<file path="src/rtl/dac_sample_scheduler.sv">
// Paced round-robin arbiter sharing one AD5541A SPI DAC driver between N_SRC
// AXI-stream sample sources; one update slot every CLK_DIV mclk cycles.
//
// state | meaning
// IDLE  | waiting for a slot tick; arbitrates among eligible valid sources
// SEND  | holding a captured sample on m_axis until the driver accepts it
module dac_sample_scheduler #(
  parameter int N_SRC   = 4,
  parameter int DATA_W  = 16,
  parameter int CLK_DIV = 500
) (
  input  logic                       mclk,
  input  logic                       rst,
  input  logic                       en,
  input  logic [N_SRC-1:0]           src_mask,
  input  logic [N_SRC-1:0]           s_axis_valid,
  output logic [N_SRC-1:0]           s_axis_ready,
  input  logic [N_SRC*DATA_W-1:0]    s_axis_data,
  output logic                       m_axis_valid,
  input  logic                       m_axis_ready,
  output logic [DATA_W-1:0]          m_axis_data,
  output logic [$clog2(N_SRC)-1:0]   grant_idx,
  output logic                       dac_en,
  output logic [15:0]                underrun_cnt,
  output logic [15:0]                overrun_cnt
);

  localparam int IW = $clog2(N_SRC);
  localparam int DW = $clog2(CLK_DIV);
  localparam logic [DW-1:0] DIV_MAX = DW'(CLK_DIV - 1);
  localparam logic [IW-1:0] SRC_MAX = IW'(N_SRC - 1);

  typedef enum logic {IDLE, SEND} state_t;

  state_t              state_q, state_d;
  logic [DW-1:0]       div_cnt;
  logic [IW-1:0]       last_q;
  logic [DATA_W-1:0]   hold_q;
  logic                en_q;
  logic                tick;
  logic [N_SRC-1:0]    req;
  logic [IW-1:0]       cand;
  logic [IW-1:0]       win_idx;
  logic                win_found;
  logic                grant;
  logic                underrun_evt;
  logic                overrun_evt;

  assign tick = en & ~rst & (div_cnt == DIV_MAX);
  assign req  = s_axis_valid & src_mask;

  // Round-robin search starting just after the last winner, wrapping at N_SRC.
  always_comb begin
    win_found = 1'b0;
    win_idx   = '0;
    cand      = last_q;
    for (int k = 0; k < N_SRC; k++) begin
      cand = (cand == SRC_MAX) ? '0 : cand + 1'b1;
      if (!win_found && req[cand]) begin
        win_found = 1'b1;
        win_idx   = cand;
      end
    end
  end

  always_comb begin
    state_d      = state_q;
    grant        = 1'b0;
    s_axis_ready = '0;
    underrun_evt = 1'b0;
    overrun_evt  = 1'b0;
    case (state_q)
      IDLE: begin
        if (tick) begin
          if (win_found) begin
            grant                 = 1'b1;
            s_axis_ready[win_idx] = 1'b1;
            state_d               = SEND;
          end else begin
            underrun_evt = 1'b1;
          end
        end
      end
      SEND: begin
        // A slot landing during a pending transfer is lost, even on the accept cycle.
        overrun_evt = tick;
        if (m_axis_ready) state_d = IDLE;
      end
      default: state_d = IDLE;
    endcase
  end

  always_ff @(posedge mclk) begin
    if (rst) begin
      state_q      <= IDLE;
      div_cnt      <= '0;
      last_q       <= SRC_MAX;
      hold_q       <= '0;
      grant_idx    <= '0;
      en_q         <= 1'b0;
      underrun_cnt <= '0;
      overrun_cnt  <= '0;
    end else begin
      state_q <= state_d;
      en_q    <= en;
      if (!en || tick) div_cnt <= '0;
      else             div_cnt <= div_cnt + 1'b1;
      if (grant) begin
        hold_q    <= s_axis_data[int'(win_idx)*DATA_W +: DATA_W];
        last_q    <= win_idx;
        grant_idx <= win_idx;
      end
      if (underrun_evt && underrun_cnt != 16'hFFFF) underrun_cnt <= underrun_cnt + 16'd1;
      if (overrun_evt && overrun_cnt != 16'hFFFF)   overrun_cnt  <= overrun_cnt + 16'd1;
    end
  end

  assign m_axis_valid = (state_q == SEND);
  assign m_axis_data  = hold_q;
  assign dac_en       = en_q | (state_q == SEND);

endmodule

</file>
<file path="config.mk">
export PLATFORM = sky130hd
export DESIGN_NAME = dac_sample_scheduler
export DESIGN_NICKNAME = d
export VERILOG_FILES = /design/src/rtl/dac_sample_scheduler.sv
export SDC_FILE = /design/constraint.sdc
export NUM_CORES = 1
export LEC_CHECK = 0
export ABC_AREA = 0
export BUFFER_PORTS_ARGS = -buffer_cell sky130_fd_sc_hd__buf_4
export CORE_MARGIN = 2
export CORE_UTILIZATION = 48
export CTS_CLUSTER_DIAMETER = 60
export DETAILED_ROUTE_END_ITERATION = 8
export PLACE_DENSITY = 0.9
export SLEW_MARGIN = 10
export SYNTH_ARGS = -nofsm -noshare
export SYNTH_HDL_FRONTEND = slang
export SYNTH_SLANG_ARGS = --single-unit
</file>
<file path="constraint.sdc">
create_clock -name mclk -period 3.2 [get_ports mclk]
set_input_delay 0.64 -clock mclk [delete_from_list [all_inputs] [get_ports mclk]]
set_output_delay 0.64 -clock mclk [all_outputs]
set_load 0.01 [all_outputs]
</file>
======== After elaboration in Yosys (flattened, before gate mapping) ========
Index checks and enable logic that the tools add are counted.
storage, ports and cells
  flip-flop bits (word level) ............. 63
  output and inout bits ................... 56
  logic and storage cells ................. 81
operators by class
  reduce and logical (&&, ||, !) cells .... 12
  shift-type cells ........................ 1
  magnitude comparators ................... 6
  add/subtract/negate cells ............... 7
  eq/ne operators ......................... 7
  bitwise gates (word level) .............. 6
  mux-type cells .......................... 34
operators with widths
  operator                                                                              number
  64-bit by 7-bit variable part select with 16-bit output                               1
  16-bit by 1-bit adder with 16-bit output (second input constant)                      2
  16-bit inequality test (second input constant)                                        2
  1-bit 2-to-1 mux                                                                      17
  2-bit 2-to-1 mux                                                                      8
  2-bit by 3-bit less-than comparator with 1-bit output (second input constant)         5
  4-bit 2-to-1 mux                                                                      3
  9-bit by 1-bit adder with 9-bit output (second input constant)                        1
  9-bit == test (second input constant)                                                 1
  2-bit by 1-bit adder with 2-bit output (second input constant)                        4
  1-bit binary-select mux with 2-bit select                                             4
  2-bit == test (second input constant)                                                 4
  1-bit logical AND                                                                     6
  4-bit AND                                                                             1
  1-bit zero test                                                                       4
  1-bit AND                                                                             2
  1-bit demux with 2-bit select                                                         1
  2-bit by 1-bit greater-or-equal comparator with 1-bit output (second input constant)  1
  1-bit inverter                                                                        2
  1-bit case mux with 2 select lines                                                    1
  2-bit OR reduction                                                                    1
  1-bit logical OR                                                                      1
  1-bit OR                                                                              1

======== Depth between registers and ports, before layout ========
  word-level depth ........................ 21
  mapped depth ............................ 9

======== Worst setup path before layout ========
Ideal clock, no wire load.
  path type ............................... register -> output
  from .................................... reg last_q[0]
  to ...................................... out s_axis_ready[0]
  stages on the path, launching flop included .. 9
  arrival time ............................ 2.094 ns
  path buffers ............................ 2
  data required time ...................... 2.560 ns
  slack ................................... 0.466 ns
  cell sequence ........................... dfxtp_1 ha_1 o311ai_0 a32o_1 and3_1 nand2b_1 clkbuf_1 clkbuf_1 a21oi_1
on the way
  word-level cells in the longest chain between the ends .. 21
  elaborated cells between the ends (all ways) .. 42
  classes of those cells .................. add/sub (4); order compare (2); eq/ne (4); mux (25); reduce/logical (7)
RTL lines
  what                                                                                            RTL line  RTL
  start: declaration                                                                              37        logic [IW-1:0] last_q;
  start signal: assignment                                                                        110       last_q <= win_idx;
  2-bit by 1-bit adder with 2-bit output or 2-bit == test (tied branches)                         58        cand = (cand == SRC_MAX) ? '0 : cand + 1'b1;
  2-bit 2-to-1 mux *                                                                              58
  branches (longest 16 deep; another with 2-bit by 3-bit less-than comparator with 1-bit output)  -
  4-bit 2-to-1 mux *                                                                              75        if (win_found) begin
  4-bit 2-to-1 mux *                                                                              74        if (tick) begin
  4-bit 2-to-1 mux *                                                                              72        case (state_q)
  end: declaration                                                                                17        output logic [N_SRC-1:0] s_axis_ready,
Every way passes the cells marked *. The select of a mux whose other input is x is not followed.

======== Final worst setup path ========
  from .................................... reg last_q[0]
  to ...................................... out s_axis_ready[1]
Same word-level chain as after synthesis.

==> summary.txt <==
Run status
  – Status: finished, violations left
  – Violated checks: DRC

Die
  – Core box area: 6420 um^2
  – Die Y-Extent: 85.9 um
  – Starting density of the core: 50.1%
  – I/O pin cnt: 132
  – Chip width: 85.9 um
  – Cell row count: 29
  – Total die area: approximately 7400 um^2

STA
  – Worst Tran Pin Value: slightly above 0.8 ns
  – Max Slew Vio Count: 0
  – Max Clock Skew: 0.00698 ns
  – Final hold violation count: 0
  – Final Cycle Share: 90.9%
  – Achievable frequency: about 0.34 GHz
  – Slew HR: 44.6%
  – Final setup vio count: 0
  – Setup TNS Final: 0 ns
  – Final min period: 2.91 ns
  – RSZ-0062 raised after global routing: no

Clock network
  – CTS tree: yes
  – H-tree levels: 3
  – Sink Count: 63
  – Clk_lat worst skew: 0.34 ns
  – Root buffer cell: clkbuf_8
  – Hold_buf cts: 0
  – Setup bufs post-CTS: 0
  – Post-CTS resize count: 0
  – Clk buf depth: 2
  – Clock-pin slew on the worst setup and hold paths: 0.07 ns
  – CTS Buf Count: 9

Pwr
  – Pwr Total: about 1.7 mW
  – Pwr dens: 374 nW/um^2
  – VDD IR-drop max: about 280 uV
  – Total leakage power: 1.99 nW

Finish
  – Final Non-Filler Cells: around 570
  – Layout area overhead: 38.7%
  – Ant. Diodes: 0
  – Nets: approximately 570
  – Share of cells above drive strength 1: 32.4%
  – Layout Utilization: between 60% and 70%

Logic synthesis
  – Cell area after synthesis: 3220 um^2
  – Synth top area share: between 30% and 40%
  – Most used flip-flop cell after synthesis: dfxtp_1
  – Ys async rst share: 0%
  – #FFs+latches synth: 63
  – Synth unique cells: 51
  – Syn Area/Cell: 8.94 um^2
  – EDFF count, synth: 0
  – Sequential fraction of the synthesis area: 39.2%
  – Commonest cells in the synthesized netlist: dfxtp_1 (63), mux2i_1 (33), nand3_1 (30), nor2_1 (30), a21oi_1 (24)
  – Top cells by area, synth: dfxtp_1 (39%), mux2i_1 (10%), nand3_1 (4.7%), o221ai_1 (4.4%), a21oi_1 (3.7%)
  – Ys Warns: 0
  – Most frequent cell after synthesis: dfxtp_1
  – Syn Nets: 440
  – Cells after synthesis: 360
  – Cell taking the most area after synthesis: dfxtp_1

Global routing
  – Vias in the first global route: 3,285
  – Pin count of the biggest net entering global routing: 36
  – Initial antenna violation count: 0
  – First-pass GRT wire length: 15,100 um
  – All-Layer GR Usage: 25.3%
  – Total gr overflow: 0

Detailed routing
  – Drt wl/cell: 16.4 um
  – Via count: 3,414
  – Max Used Layer: met4
  – Post-route ant nets: 0
  – DRT met1 WL: 3570 um
  – Met2 routed WL: 4750 um
  – # DRC: 15
  – Vias per cell: 5.98
  – Final wirelength: 9340 um
  – Drt first pass iters: 9
  – Met3 WL: 785 um
  – Iter 0 DRT Violations: 154

Worst hold path
  – Hold path depth: 1
  – Worst min path class: flip-flop to flip-flop

Run
  – Max-capacitance violation count: 0

Critical path
  – Crit Path Category: flip-flop to primary output
  – Worst Path Max Fanout: 6
  – Worst setup EP type: primary output
  – Worst EP required: approximately 2.6 ns
  – Worst reg-to-reg path cell count: 6
  – Startpoint class of the critical path: flip-flop
  – Crit path DAT: 2.27 ns

Place
  – I/O Buffers: 131
  – Placed insts: 555
  – Routability cong.: just over 0.9
  – Post-DP HPWL: around 6600 um
[report_power, final]
group          internal, mW  leakage (nW)  switching (mW)  total (mW)
Clock                 0.421         0.109           0.301       0.722
Combinational        0.0933          1.37          0.0671       0.160
Sequential            0.786         0.508        0.000924       0.787
Total                  1.30          1.99           0.369        1.67
[kinds of logic (layout without fill, tap and decap cells)]
logic type / count (synthesis) / count (layout) / synth area share (%)
muxes: 33 / 33 / 10.3
buffers and inverters: 24 / 158 / 3.26
xor gates and xnor gates: 17 / 17 / 4.62
AOI/OAI and AO/OA: 79 / 79 / 17.4
DFF: 63 / 63 / 39.2
and+or+nand+nor: 140 / 140 / 23.7
adders and majority gates: 4 / 4 / 1.55
[through the flow]
stage	cell area [um^2]	hold WS, ns	worst slack [ns]
finish	4470	0.448	0.290
global route	4470	0.478	0.136
CTS	4470	0.454	0.280
detailed placement	4260	0.439	0.506
global placement	4260	0.427	0.603
floorplan	3220	0.413	0.466
[layout by cell type (no fill, tap or decap), types with 3 or more instances in the layout]
master,Yosys,routed
inv_1,6,6
a21o_1,3,3
a21oi_1,24,24
mux2i_1,33,33
or3_1,7,7
buf_4,0,136
clkbuf_8,0,12
or4_1,6,6
xor2_1,6,6
nand2_1,23,22
and2_1,3,3
and3_1,9,9
dfxtp_1,63,63
a211oi_1,3,3
o21ai_0,6,6
nand4_1,10,10
nand3_1,30,30
nand2b_1,3,3
o311ai_0,3,3
xnor2_1,11,11
ha_1,4,4
nor3_1,4,4
nor2_1,30,30
a2111oi_0,4,4
o31ai_1,6,6
o221ai_1,16,16
[final cells by class]
type / instances / area [um^2]
clock buffers: 13 / 169
clock inverters: 3 / 40.0
fillers: 514 / 1960
inverters: 6 / 22.5
multi-input cells: 273 / 1860
flip-flops and latches: 63 / 1260
well taps: 77 / 96.3
repair buffers: 136 / 1020
[state kept, by name, summed over array words and instances, names as in the netlist]
signal        cells
underrun_cnt     16
grant_idx         2
overrun_cnt      16
m_axis_valid      1
div_cnt           9
en_q              1
m_axis_data      16
last_q            2
[worst max-delay path, stage by stage, from the launching register on]
cell	delay, ns
dfxtp_1	0.43
ha_1	0.31
o311ai_0	0.45
a32o_1	0.22
and3_1	0.15
nand2_1	0.08
a21oi_1	0.14
buf_4	0.14
[path summary, 6_finish.rpt]
| path | start | slack [ns] | endpoint |
|---|---|---|---|
| worst min-delay path | div_cnt[0] | 0.45 | div_cnt[0] |
| worst min register to register | div_cnt[0] | 0.45 | div_cnt[0] |
| worst max-delay path | last_q[0] | 0.29 | s_axis_ready[1] |
| worst max register to register | div_cnt[0] | 0.75 | underrun_cnt[14] |
[routing by layer]
layer	up-vias	GRT usage (%)
li1	1630	-
met1	1609	28.4
met2	153	45.2
met3	22	5.58
met4	0	11.8
met5	-	0
(Power assumes the default switching activity.)
